`src/rtl/bcd_serial_sequencer.sv`:
```
// Serial packed-BCD add/subtract sequencer: one decimal-corrected digit per clock,
// least significant digit first, with a registered inter-digit carry.
module bcd_serial_sequencer #(
  parameter int DIGITS = 2
) (
  input  logic                  clk,
  input  logic                  rst_n,
  input  logic                  start,
  input  logic                  sub,
  input  logic                  cin,
  input  logic [4*DIGITS-1:0]   op_a,
  input  logic [4*DIGITS-1:0]   op_b,
  output logic                  busy,
  output logic                  done,
  output logic [4*DIGITS-1:0]   result,
  output logic                  cout,
  output logic                  zero
);

  localparam int W    = 4 * DIGITS;
  localparam int IDXW = (DIGITS > 1) ? $clog2(DIGITS) : 1;
  localparam logic [IDXW-1:0] IDX_LAST = IDXW'(DIGITS - 1);

  typedef enum logic [1:0] {
    ST_IDLE = 2'd0,
    ST_RUN  = 2'd1,
    ST_DONE = 2'd2
  } state_e;

  state_e          state_q, state_d;
  logic [W-1:0]    op_a_q, op_a_d;
  logic [W-1:0]    op_b_q, op_b_d;
  logic            sub_q, sub_d;
  logic            carry_q, carry_d;
  logic [IDXW-1:0] idx_q, idx_d;
  logic [W-1:0]    result_q, result_d;
  logic            cout_q, cout_d;
  logic            zero_q, zero_d;

  logic [3:0]      a_dig_s, b_dig_s, b_eff_s, digit_s;
  logic [4:0]      sum_s;
  logic            carry_nx_s;
  logic [W-1:0]    result_nx_s;

  // Single digit stage: nine's-complement B on subtract, then decimal correction.
  always_comb begin
    a_dig_s    = op_a_q[{idx_q, 2'b00} +: 4];
    b_dig_s    = op_b_q[{idx_q, 2'b00} +: 4];
    b_eff_s    = sub_q ? (4'd9 - b_dig_s) : b_dig_s;
    sum_s      = {1'b0, a_dig_s} + {1'b0, b_eff_s} + {4'b0000, carry_q};
    if (sum_s > 5'd9) begin
      digit_s    = sum_s[3:0] + 4'd6;
      carry_nx_s = 1'b1;
    end else begin
      digit_s    = sum_s[3:0];
      carry_nx_s = 1'b0;
    end
    result_nx_s = result_q;
    result_nx_s[{idx_q, 2'b00} +: 4] = digit_s;
  end

  // Next-state logic for the sequencer FSM and its datapath registers.
  always_comb begin
    state_d  = state_q;
    op_a_d   = op_a_q;
    op_b_d   = op_b_q;
    sub_d    = sub_q;
    carry_d  = carry_q;
    idx_d    = idx_q;
    result_d = result_q;
    cout_d   = cout_q;
    zero_d   = zero_q;
    case (state_q)
      ST_IDLE, ST_DONE: begin
        if (start) begin
          state_d  = ST_RUN;
          op_a_d   = op_a;
          op_b_d   = op_b;
          sub_d    = sub;
          carry_d  = cin;
          idx_d    = {IDXW{1'b0}};
          result_d = {W{1'b0}};
        end else begin
          state_d  = ST_IDLE;
        end
      end
      ST_RUN: begin
        result_d = result_nx_s;
        carry_d  = carry_nx_s;
        if (idx_q == IDX_LAST) begin
          state_d = ST_DONE;
          cout_d  = carry_nx_s;
          zero_d  = (result_nx_s == {W{1'b0}});
        end else begin
          idx_d   = idx_q + {{(IDXW-1){1'b0}}, 1'b1};
        end
      end
      default: begin
        state_d = ST_IDLE;
      end
    endcase
  end

  // State and datapath registers.
  always_ff @(posedge clk or negedge rst_n) begin
    if (!rst_n) begin
      state_q  <= ST_IDLE;
      op_a_q   <= {W{1'b0}};
      op_b_q   <= {W{1'b0}};
      sub_q    <= 1'b0;
      carry_q  <= 1'b0;
      idx_q    <= {IDXW{1'b0}};
      result_q <= {W{1'b0}};
      cout_q   <= 1'b0;
      zero_q   <= 1'b0;
    end else begin
      state_q  <= state_d;
      op_a_q   <= op_a_d;
      op_b_q   <= op_b_d;
      sub_q    <= sub_d;
      carry_q  <= carry_d;
      idx_q    <= idx_d;
      result_q <= result_d;
      cout_q   <= cout_d;
      zero_q   <= zero_d;
    end
  end

  assign busy   = (state_q == ST_RUN);
  assign done   = (state_q == ST_DONE);
  assign result = result_q;
  assign cout   = cout_q;
  assign zero   = zero_q;

endmodule

```
`config.mk`:
```
export PLATFORM = sky130hd
export DESIGN_NAME = bcd_serial_sequencer
export DESIGN_NICKNAME = d
export VERILOG_FILES = /design/src/rtl/bcd_serial_sequencer.sv
export SDC_FILE = /design/constraint.sdc
export NUM_CORES = 1
export LEC_CHECK = 0
export CORE_MARGIN = 4
export CORE_UTILIZATION = 45
export CTS_BUF_LIST = sky130_fd_sc_hd__clkbuf_8
export CTS_CLUSTER_SIZE = 24
export DETAILED_ROUTE_END_ITERATION = 16
export GPL_ROUTABILITY_DRIVEN = 0
export GPL_TIMING_DRIVEN = 0
export PLACE_DENSITY = 0.71
export SYNTH_ARGS = -nofsm -noshare
export SYNTH_HDL_FRONTEND = slang
export SYNTH_SLANG_ARGS = --single-unit
```
`constraint.sdc`:
```
create_clock -name clk -period 5.12 [get_ports clk]
set_clock_uncertainty 0.15 [all_clocks]
set_input_delay 1.536 -clock clk [delete_from_list [all_inputs] [get_ports clk]]
set_output_delay 1.536 -clock clk [all_outputs]
set_load 0.1 [all_outputs]
```
==> impl_metrics.yaml <==
status:
  status: "finished clean"
yosys:
  synth_area_leader_cell: "dfrtp_1"
  synth_top_area_share: 0.4572
  ys_seq_area_frac: 0.4572
  synth_cell_types: 38
  syn_avg_cell_area_sq_um: 9.322
  synthTopCellsByArea: "dfrtp_1 (46%), nand2_1 (13%), ha_1 (3.7%), mux2i_1 (3.5%), o21ai_0 (2.9%)"
  synthCells: 182
  netlist_area_sq_mm: 0.001697
  ys.warnings.count: 0
  ys_ff_latch: 31
  synth_nets: 210
timing:
  finalSetupViolCount: 0
  fin_crit_sh: 0.7468
  max_freq_ghz: 0.2615
  rsz0062_at_grt: "false"
  maxSlewHeadroom: 0.3551
  hold_violations: 0
  slew_viol_final: 0
  period_needed_ps: 3824
  setup-tns-final_ps: 0
  tightest_slew_ps: 964.4
global_route:
  grt_use_met3: 0.04928
  grt_max_degree: 32
  grt.met1_usage: 0.1719
  grtUsageMet2: 0.2415
  busiest_layer: "met2"
  grt_pass1_vias: 1265
  grt_antenna_before_repair: 0
  gr-usage-all-layers: 0.1472
  overflow: 0
  grt_pass1_wl_mm: 5.547
clock_tree:
  numCtsBuffers: 5
  clk_pin_slew_ps: 60
  clock-sinks: 31
  h-tree-depth: 2
  cts_tree: "built"
  cts_buffer_depth: 2
  post_cts.repair.setup_buffers: 0
  clk-insertion-delay-late_ps: 280
  postCtsHoldBufs: 0
  root_buffer: "clkbuf_8"
  postCtsResizedCells: 0
floorplanning:
  start_util: 0.4634
  die_area_sq_mm: 0.004816
  core_area_sq_mm: 0.003661
  io_pins: 33
  fp-row-count: 22
  die_height_um: 69.40
  die_w_um: 69.40
route:
  drtIter0Drc: 62
  vias_per_cell: 4.848
  drtPass1Iterations: 4
  drc: 0
  routedWlPerCell_um: 12.04
  vias: 1309
  wirelength_mm: 3.251
  ant_nets: 0
worst_hold_path:
  hp-class: "reg2reg"
final_layout:
  syn_to_final_growth_pct: 26.92
  layout.nets: 249
  layout-drive-gt1-share: 0.1126
  antenna_cells: 0
  final_util: 0.5882
worst_setup_path:
  cp.arrival_ps: 2140
  crit_path_start_kind: "flop"
  cp-end-kind: "primary output"
  worstPathRequired_ps: 3430
  critPathMaxFanout: 5
  crit_type: "reg2out"
run:
  drv_cap: 0
placed_design:
  post-dp-hpwl_mm: 2.466
  io_buffers: 32
layout by cell type (no fill, tap or decap), drive strengths merged:
cell type / synthesis / layout
a21boi: 2 / 2
a21o: 2 / 2
a21oi: 7 / 7
a31o: 1 / 1
and2: 3 / 3
and3: 1 / 1
and3b: 1 / 1
buf: 2 / 3
clkbuf: 6 / 11
clkdlybuf4s50: 0 / 31
clkinv: 0 / 1
dfrtp: 31 / 31
fa: 2 / 2
ha: 5 / 5
inv: 7 / 9
mux2: 4 / 4
mux2i: 6 / 6
nand2: 60 / 60
nand2b: 3 / 3
nand3: 9 / 9
nand3b: 1 / 1
nand4: 1 / 1
nor2b: 3 / 3
nor3: 2 / 2
nor3b: 1 / 1
nor4: 1 / 1
o2111a: 1 / 1
o21a: 1 / 1
o21ai: 11 / 11
o2bb2ai: 1 / 1
o31ai: 2 / 2
or2: 1 / 1
or2b: 1 / 1
xnor2: 1 / 1
xor2: 2 / 2
state kept, by name, indices dropped and copies added (netlist names):
name,flops
idx_q,1
sub_q,1
cout,1
result,8
zero,1
carry_q,1
state_q,2
op_b_q,8
op_a_q,8
metrics by stage:
step | hold WS, ps | worst slack (ps) | cell area, sq um | std cells
2_1_floorplan | 289.3 | 1707 | 1697 | 182
3_5_place_dp | 308.2 | 1596 | 2077 | 262
6_report | 324.0 | 1296 | 2153 | 270
4_1_cts | 323.5 | 1276 | 2158 | 270
3_3_place_gp | 303.9 | 1605 | 2077 | 262
5_1_grt | 343.0 | 1197 | 2153 | 270
cells by family after synthesis:
| group | Yosys count | share of synthesized area |
|---|---|---|
| multiplexers | 10 | 0.06195 |
| AND/OR/NAND/NOR | 88 | 0.2404 |
| adder cells (fa/ha/maj) | 7 | 0.06047 |
| flip-flops | 31 | 0.4572 |
| XOR/XNOR | 3 | 0.01992 |
| buffers and inverters | 15 | 0.05605 |
| AO/OA/AOI/OAI | 28 | 0.1040 |
cells in the mapped netlist:
cell type  number
nand2b_1        3
nor2b_1         3
nor4_1          1
a21oi_1         7
or2_1           1
a21boi_0        2
or2b_2          1
and2_1          1
and3_4          1
fa_1            2
mux2_2          4
a21o_1          1
dfrtp_1        31
o31ai_1         2
o2bb2ai_1       1
clkbuf_1        3
o21ai_0        10
nor3_1          2
xnor2_2         1
buf_6           1
buf_2           1
a31o_1          1
nand2_1        60
o21ai_2         1
xor2_1          2
o2111a_1        1
inv_1           7
nand3b_1        1
nand3_1         9
o21a_1          1
clkbuf_8        3
nand4_1         1
and3b_2         1
ha_1            5
and2_2          2
a21o_2          1
mux2i_1         6
nor3b_2         1
metal layers:
layer,part of all wire,vias up
met5,0,-
met4,0.023,0
met3,0.060,6
met1,0.45,591
met2,0.47,30
li1,-,682
cell type report:
cell class | instances | area, sq um
Tap cell | 48 | 60.06
Sequential cell | 31 | 775.7
Buffer | 8 | 68.82
Clock buffer | 5 | 68.82
Inverter | 7 | 26.28
Fill cell | 333 | 1508
Clock inverter | 3 | 12.51
Timing Repair Buffer | 32 | 315.3
Multi-Input combinational cell | 136 | 825.8
path summary, 6_finish.rpt:
kind / startpoint / to / slack (ps) / cells past startpoint
max: state_q[1] / busy / 1300 / 3
min: op_a_q[7] / op_a_q[7] / 320 / 2
max reg2reg: idx_q / zero / 1680 / 13
min reg2reg: op_a_q[7] / op_a_q[7] / 320 / 2
max in group asynchronous: rst_n / op_a_q[7] / 3240 / 1
min in group asynchronous: rst_n / op_a_q[4] / 1140 / 1
critical path: stages (launching register included):
cell and delay, ps:
dfrtp_1 370, nand2b_1 180, inv_1 150, clkdlybuf4s50_1 1160
Power is not shown: default switching activity piles up to over one toggle a cycle in this logic, so the estimate is an artifact.
